==> config.mk <==
export PLATFORM = sky130hd
export DESIGN_NAME = approx_adder_error_monitor
export DESIGN_NICKNAME = d
export VERILOG_FILES = /design/src/rtl/approx_adder_error_monitor.sv
export SDC_FILE = /design/constraint.sdc
export NUM_CORES = 1
export LEC_CHECK = 0
export CORE_UTILIZATION = 30
export CTS_CLUSTER_DIAMETER = 40
export DETAILED_ROUTE_END_ITERATION = 8
export PLACE_DENSITY_LB_ADDON = 0.3
export SYNTH_ARGS = -nofsm -noshare
export SYNTH_HDL_FRONTEND = slang
export SYNTH_SLANG_ARGS = --single-unit
==> constraint.sdc <==
create_clock -name clk -period 4.2 [get_ports clk]
set_input_delay 0.84 -clock clk [delete_from_list [all_inputs] [get_ports clk]]
set_output_delay 0.84 -clock clk [all_outputs]
set_load 0.005 [all_outputs]
==> src/rtl/approx_adder_error_monitor.sv <==
// Error-characterisation engine for approximate adders/subtractors: drives LFSR operand
// pairs into an external DUT, compares its result with the exact one, accumulates statistics.
module approx_adder_error_monitor #(
   parameter int          W      = 13,
   parameter int          CNT_W  = 18,
   parameter int          ACC_W  = 40,
   parameter logic [31:0] SEED_A = 32'h1,
   parameter logic [31:0] SEED_B = 32'hACE1
) (
   input  logic             clk,
   input  logic             rst,
   input  logic             start,
   input  logic             add_sub,
   input  logic [CNT_W-1:0] num_vectors,
   output logic [W-1:0]     op_a,
   output logic [W-1:0]     op_b,
   output logic             op_add_sub,
   input  logic [W:0]       approx_res,
   output logic             busy,
   output logic             done,
   output logic [ACC_W-1:0] err_sum,
   output logic [W:0]       err_max,
   output logic [CNT_W-1:0] err_cnt
);

   localparam logic [31:0] LFSR_MASK = 32'h80200003;
   localparam int          SUM_W     = ACC_W + 1;

   typedef enum logic [1:0] {IDLE, RUN, DRAIN, DONE} state_t;

   state_t           state, state_next;
   logic             start_run, load;
   logic [CNT_W-1:0] num_lat, load_cnt;
   logic             drain_cnt;
   logic [31:0]      lfsr_a, lfsr_b, src_a, src_b;
   logic             vec_valid, s1_valid;
   logic [W:0]       s1_err, exact, abs_err;
   logic [W+1:0]     ap_x, ex_x, diff, diff_neg;
   logic [SUM_W-1:0] sum_wide;

   function automatic logic [31:0] lfsr_step(input logic [31:0] v);
      return (v >> 1) ^ (v[0] ? LFSR_MASK : 32'h0);
   endfunction

   always_ff @(posedge clk) begin
      if (rst) state <= IDLE;
      else     state <= state_next;
   end

   // NOTE: every variable driven here gets a default first, so no latch can be inferred.
   always_comb begin
      state_next = state;
      start_run  = 1'b0;
      load       = 1'b0;
      case (state)
         IDLE, DONE: begin
            if (start) begin
               start_run = 1'b1;
               if (num_vectors == '0) begin
                  state_next = DONE;
               end else begin
                  load       = 1'b1;
                  state_next = (num_vectors == CNT_W'(1)) ? DRAIN : RUN;
               end
            end
         end
         RUN: begin
            load = 1'b1;
            if (load_cnt == num_lat - CNT_W'(1)) state_next = DRAIN;
         end
         DRAIN:   if (drain_cnt) state_next = DONE;
         default: state_next = IDLE;
      endcase
   end

   assign busy = (state == RUN) || (state == DRAIN);
   assign done = (state == DONE);

   // The first vector of a run comes straight from the seeds.
   assign src_a = start_run ? SEED_A : lfsr_a;
   assign src_b = start_run ? SEED_B : lfsr_b;

   // Subtract mode compares signed W+1-bit values; add mode compares unsigned ones.
   always_comb begin
      exact    = op_add_sub ? ({1'b0, op_a} - {1'b0, op_b}) : ({1'b0, op_a} + {1'b0, op_b});
      ap_x     = op_add_sub ? {approx_res[W], approx_res} : {1'b0, approx_res};
      ex_x     = op_add_sub ? {exact[W], exact} : {1'b0, exact};
      diff     = ap_x - ex_x;
      diff_neg = -diff;
      abs_err  = diff[W+1] ? diff_neg[W:0] : diff[W:0];
      sum_wide = {1'b0, err_sum} + SUM_W'(s1_err);
   end

   // NOTE: sequential state uses non-blocking assignments so all registers update together.
   always_ff @(posedge clk) begin
      if (rst) begin
         op_a       <= '0;
         op_b       <= '0;
         op_add_sub <= 1'b0;
         num_lat    <= '0;
         load_cnt   <= '0;
         drain_cnt  <= 1'b0;
         lfsr_a     <= SEED_A;
         lfsr_b     <= SEED_B;
         vec_valid  <= 1'b0;
         s1_valid   <= 1'b0;
         s1_err     <= '0;
         err_sum    <= '0;
         err_max    <= '0;
         err_cnt    <= '0;
      end else begin
         vec_valid <= load;
         s1_valid  <= vec_valid;
         s1_err    <= abs_err;
         drain_cnt <= (state == DRAIN) ? ~drain_cnt : 1'b0;

         if (load) begin
            op_a   <= src_a[W-1:0];
            op_b   <= src_b[W-1:0];
            lfsr_a <= lfsr_step(src_a);
            lfsr_b <= lfsr_step(src_b);
         end else if (start_run) begin
            lfsr_a <= SEED_A;
            lfsr_b <= SEED_B;
         end

         if (start_run) begin
            op_add_sub <= add_sub;
            num_lat    <= num_vectors;
            load_cnt   <= CNT_W'(1);
            err_sum    <= '0;
            err_max    <= '0;
            err_cnt    <= '0;
         end else begin
            if (load) load_cnt <= load_cnt + CNT_W'(1);
            if (s1_valid) begin
               // Carry out of the widened sum means saturate rather than wrap.
               err_sum <= sum_wide[ACC_W] ? '1 : sum_wide[ACC_W-1:0];
               if (s1_err > err_max) err_max <= s1_err;
               if (s1_err != '0) err_cnt <= err_cnt + CNT_W'(1);
            end
         end
      end
   end

endmodule
# After elaboration in Yosys (flattened, before gate mapping)
# Cells that the tools add are included.
dict set report op_classes {
  add_sub_neg 8
  mul 0
  div_mod_pow 0
  order_cmp 1
  eq_ne 8
  shift 0
  n_mux 24
  bitwise 4
  n_reduce_logical 11
}
# cell count
set op_table {}
lappend op_table {{2-to-1 mux 32 bit} 6}
lappend op_table {{bitwise XOR 31 x 32 -> 32 bit} 2}
lappend op_table {{adder 40 x 14 -> 41 bit} 1}
lappend op_table {{2-to-1 mux 40 bit} 1}
lappend op_table {{adder 18 x 1 -> 18 bit, second input constant} 2}
lappend op_table {{2-to-1 mux 15 bit} 2}
lappend op_table {{2-to-1 mux 14 bit} 2}
lappend op_table {{== test 18 x 1 -> 1 bit, second input constant} 1}
lappend op_table {{== test 18 bit} 1}
lappend op_table {{zero test 18 bit} 1}
lappend op_table {{subtractor 18 x 1 -> 18 bit, second input constant} 1}
lappend op_table {{subtractor 15 bit} 1}
lappend op_table {{adder 13 x 13 -> 14 bit} 1}
lappend op_table {{greater-than comparator 14 bit} 1}
lappend op_table {{negator 14 bit} 1}
lappend op_table {{nonzero test 14 bit} 1}
lappend op_table {{subtractor 13 x 13 -> 14 bit} 1}
lappend op_table {{2-to-1 mux 2 bit} 5}
lappend op_table {{2-to-1 mux 1 bit} 6}
lappend op_table {{inequality test 2 bit, second input constant} 3}
lappend op_table {{one-hot mux 2 bit (3 select lines)} 1}
lappend op_table {{OR reduction 2 bit} 3}
lappend op_table {{== test 2 bit, second input constant} 2}
lappend op_table {{AND reduction 2 bit} 2}
lappend op_table {{7 further kinds} 8}
dict set report totals {
  register_bits 218
  latch_bits 0
  mem_bits_rw 0
  romBits 0
  in_bits 36
  output_inout_bits 101
  word_cells 72
  memories 0
}

# Logic depth before layout (Yosys ltp)
# Gate-level depths: netlist (run 1).
dict set report logic_depth {
  word_depth 7
  mapped_depth 24
  ltp_nobuf 22
}

# Worst setup path before layout (run 1)
# OpenSTA, ideal clock, no wires.
dict set report synth_path {
  kind {reg2reg}
  from {register op_b[0]}
  to {register s1_err[1]}
  setup_ns 0.128
  t_arrival_ns 4.186
  required_ns 4.072
  setup_slack_ns -0.114
  stages_incl_launch_ff 23
  path_buffers 2
  period_less_slack_ns 4.314
  cell_sequence {dfxtp_1 inv_1 ha_1 mux2_2 fa_1 nor2b_1 o21ai_0 nand2b_1 a21oi_1 o21ai_0 a21oi_1 xor2_1 ha_1 a21o_1 a21oi_1 o21ai_0 nor2_1 o21a_1 xor2_1 buf_2 buf_4 mux2i_1 nor2_1}
}
dict set report synth_between {
  elab_chain_len 6
  elab_cells_between_ends 7
  classes_between {add/sub (4); mux (3)}
}
# item line_no
set synth_lines {}
lappend synth_lines {{start, declared} 16} ;# output logic [W-1:0] op_b,
lappend synth_lines {{start signal, assigned} 119} ;# op_b <= src_b[W-1:0];
lappend synth_lines {{adder 13 x 13 -> 14 bit or subtractor 13 x 13 -> 14 bit (tied branches)} 85} ;# exact = op_add_sub ? ({1'b0, op_a} - {1'b0, op_b}) : ({1'b0, op_a} + {1'b0, op_b});
lappend synth_lines {{2-to-1 mux 14 bit (*)} 85}
lappend synth_lines {{2-to-1 mux 15 bit (*)} 87} ;# ex_x = op_add_sub ? {exact[W], exact} : {1'b0, exact};
lappend synth_lines {{subtractor 15 bit (*)} 88} ;# diff = ap_x - ex_x;
lappend synth_lines {{negator 14 bit} 89} ;# diff_neg = -diff;
lappend synth_lines {{2-to-1 mux 14 bit (*)} 90} ;# abs_err = diff[W+1] ? diff_neg[W:0] : diff[W:0];
lappend synth_lines {{end signal, assigned} 114} ;# s1_err <= abs_err;
lappend synth_lines {{end, declared} 37} ;# logic [W:0] s1_err, exact, abs_err;
# Every way passes the cells marked *; elsewhere a longest branch is shown, timed or not.
# A chain may end at the register's enable or synchronous reset.

# Worst setup path after layout (run 1)
dict set report layout_path {
  from {register op_b[1]}
  to {register s1_err[10]}
}
# Same word-level chain as after synthesis.

==> flow_summary_export.csv, run 1 <==
group,metric,value,unit
finish,nets,1795,
worst_setup_path,crit_path_max_incr_delay,0.39,ns
route,routed_via_density,4.950,
outcome,violations,"setup timing",
pwr,peakVddDrop,633.2,uV
synth,syn_area_per_cell,7.931,sq um
synth,synth.distinct_cells,75,
synth,yosysWarnings,0,
worst_setup_path,crit_fanout,6,
pwr,power.total,15.27,mW
synth,synthArstFlopShare,0,%
route,drt-total-wl,33400,um
route,route.detailed.wl_per_inst,14.90,um
synth,yosys-top-cells-count,"nand2_1 (229), dfxtp_1 (218), a21oi_1 (194)",
floorplanning,fp.coreArea,0.03874,sq mm
floorplanning,start_util,30.51,%
global_routing,antenna_found_initial,0,
cts,cts_hold_buf,0,
route,drt_iter0_drc,567,
sta,timing.final.crit_share,100.7,%
cts,path_clk_slew,0.06,ns
synth,synthTopCellsByArea,"dfxtp_1 (37%), a21oi_1 (8.2%), nand2_1 (7.3%), ha_1 (6.7%), xnor2_1 (4.2%)",
cts,clkSinkCount,218,
cts,htreeDepth,2,
placed_design,place_congestion,0.8477,
route,drt-pass1-iter-count,4,
global_routing,grt_usage,16.05,%
worst_setup_path,required,4.64,ns
synth,syn-num-nets,1592,
finish,utilization,41.81,%
sta,max-slew-margin-rel,39.45,%
hold_path,holdCritPathClass,"reg -> reg",
pwr,p_per_area,942.6,mW/mm^2
global_routing,grt_pass1_vias,10560,
sta,fmax,236.5,MHz
floorplanning,die_w,200.5,um
cts,clk_latency,0.53,ns
sta,holdWs,0.4364,ns
floorplanning,rows,72,
worst_setup_path,r2r_slack,-0.03,ns
placed_design,io_buffers,136,
worst_setup_path,crit_slowest_cell,"fa_2",
worst_setup_path,end_kind,"flop",
cts,cts_buffer_depth,3,
worst_setup_path,crit_arrival,4.67,ns
synth,synth_top_cell_by_area,"dfxtp_1",
sta,fin_ws,-0.02874,ns
run,max_cap_viol_count,0,
cts,numCtsBuffers,38,
sta,finalMaxSlewViolations,0,
synth,synth_area,0.01182,sq mm
floorplanning,die_area,0.04019,sq mm
route,drcViolationCount,0,
outcome,outcome,"complete, but fails checks",
sta,max_slew.worst_pin.slew,0.9082,ns
floorplanning,ioPinCount,137,
cts,root_buffer,"clkbuf_16",
global_routing,grt_max_degree,78,
synth,seq_area_frac_synth,36.93,%
sta,grt_setup_unrepaired,"true",
cts,cts_tree,"built",
sta,skew,0.02294,ns
route,antenna_left,0,
sta,finalHoldViolCount,0,
floorplanning,die_h,200.5,um
synth,synthFlopType,"dfxtp_1",
worst_setup_path,cp-start-kind,"flop",
sta,post-route-min-period,4.229,ns
global_routing,grt_pass1_wl,53760,um
synth,yosysMostFrequentCell,"nand2_1",
placed_design,hpwl,23290,um
synth,syn_inst,1490,
pwr,leakagePower,6.094,nW
route,dr_total_vias,11100,
synth,ys_ff_latch,218,
synth,synth_edf_count,0,
finish,syn2layout_area_growth,37.06,%
sta,setup-violations-final,5,
global_routing,overflow,0,
worst_setup_path,crit_path_cell_trace,"inv_2 > ha_4 > mux2_4 > fa_2 > nor2b_1 > o21ai_1 > nand2b_1 > a21oi_1 > o21ai_1 > a21oi_1 > xor2_1 > ha_1 > a21o_1 > a21oi_4 > o21ai_2 > nor2_2 > o21a_2 > xor2_4 > buf_6 > or3_4 > a21oi_2",
worst_setup_path,worstSetupPathType,"reg -> reg",
finish,layout-drive-gt1-share,15.21,%
synth,synth_top_area_share,36.93,%
## layout by cell type, fill, tap and decap left out, types with 15 or more instances in the layout
| master | n |
|---|---|
| buf_4 | 78 |
| dfxtp_1 | 215 |
| nor2_1 | 114 |
| xnor2_1 | 54 |
| clkdlybuf4s50_1 | 135 |
| nand3_1 | 52 |
| xor2_1 | 49 |
| nand4_1 | 17 |
| mux2i_1 | 23 |
| inv_1 | 54 |
| clkbuf_16 | 39 |
| and3_1 | 22 |
| nor4_1 | 15 |
| a21oi_1 | 181 |
| ha_1 | 58 |
| o21ai_0 | 54 |
| nand2_1 | 225 |
| nor3_1 | 36 |
## through the flow
step	instances	area (sq um)	setup slack (ns)	setup TNS [ns]
2_1_floorplan	1490	11840	-0.004707	-0.004707
3_3_place_gp	2152	14200	-0.05879	-0.3576
3_5_place_dp	2152	14200	-0.1507	-0.8638
4_1_cts	2229	15720	0.003155	0
5_1_grt	2241	16190	-0.3105	-2.055
6_report	2242	16200	-0.02874	-0.08920
## worst paths after layout
path / from / to / depth (start not counted)
setup / recovery: op_b[1] / s1_err[10] / 21
hold reg to reg: lfsr_a[23] / lfsr_a[22] / 2
setup reg to reg: op_b[1] / s1_err[10] / 21
hold / removal: lfsr_a[23] / lfsr_a[22] / 2
## cells by family (layout without fill, tap and decap cells)
| group | count (synthesis) | count (layout) | share of synthesized area (%) |
|---|---|---|---|
| AO/OA/AOI/OAI | 369 | 369 | 18.58 |
| other | 0 | 1 | 0 |
| buffers and inverters | 124 | 357 | 4.140 |
| flip-flops | 218 | 218 | 36.93 |
| adder cells (fa/ha/maj) | 66 | 66 | 7.178 |
| multiplexers | 25 | 25 | 2.128 |
| AND/OR/NAND/NOR | 581 | 581 | 23.11 |
| XOR/XNOR | 107 | 107 | 7.930 |
## critical path: cells and delay by family (launching register included)
family                     cells  cell delay [ns]
AOI/OAI and AO/OA              9             1.30
xor gates and xnor gates       2             0.37
adders and majority gates      3             0.95
buffers and inverters          2             0.22
DFF                            1             0.34
muxes                          1             0.29
and+or+nand+nor                4             0.67
## flip-flops by register name, indices dropped and copies added (netlist names), 14 cells and up
name      flops
lfsr_b       32
load_cnt     18
err_cnt      18
err_max      14
s1_err       14
lfsr_a       32
err_sum      40
num_lat      18
## power breakdown
group | switching (mW) | internal, mW | leakage (nW) | total [mW]
logic | 4.87 | 4.42 | 3.65 | 9.29
clock network | 1.11 | 2.15 | 0.674 | 3.26
registers | 0.337 | 2.38 | 1.77 | 2.72
total | 6.32 | 8.95 | 6.09 | 15.3
## final cells by class
class                           instances  area [sq um]
Clock buffer                           48          1080
Tap cell                              518         648.1
Inverter                               56         210.2
Antenna cell                            1         2.502
Sequential cell                       218          4368
Multi-Input combinational cell       1148          7425
Timing Repair Buffer                  231          2168
Clock inverter                         22         295.3
Fill cell                            3889         22540
## layer usage
layer | global-route usage (%) | wire [um]
met5 | 0 | 0
met4 | 3.980 | 471
met3 | 3.669 | 1368
met2 | 26.33 | 15640
met1 | 21.22 | 15920
## repair_timing
| item | 4_1_cts | 5_1_grt |
|---|---|---|
| gates cloned | 1 | 0 |
| setup endpoints to repair | 13 | 13 |
| gates resized for setup | 24 | 87 |
| buffers inserted | 7 | 12 |
| pin swaps | 11 | 47 |
Note: power is estimated with default switching activity, not from simulation.
==> run 2: changes to the inputs <==
--- a/config.mk
+++ b/config.mk
@@ -5,9 +5,11 @@
 export SDC_FILE = /design/constraint.sdc
 export NUM_CORES = 1
 export LEC_CHECK = 0
+export CAP_MARGIN = 40
 export CORE_UTILIZATION = 30
 export CTS_CLUSTER_DIAMETER = 40
 export DETAILED_ROUTE_END_ITERATION = 8
+export HOLD_SLACK_MARGIN = 0.03
 export PLACE_DENSITY_LB_ADDON = 0.3
 export SYNTH_ARGS = -nofsm -noshare
 export SYNTH_HDL_FRONTEND = slang
==> results of run 2 <==
The final DEF is identical to that of run 1; final timing and power are the same.
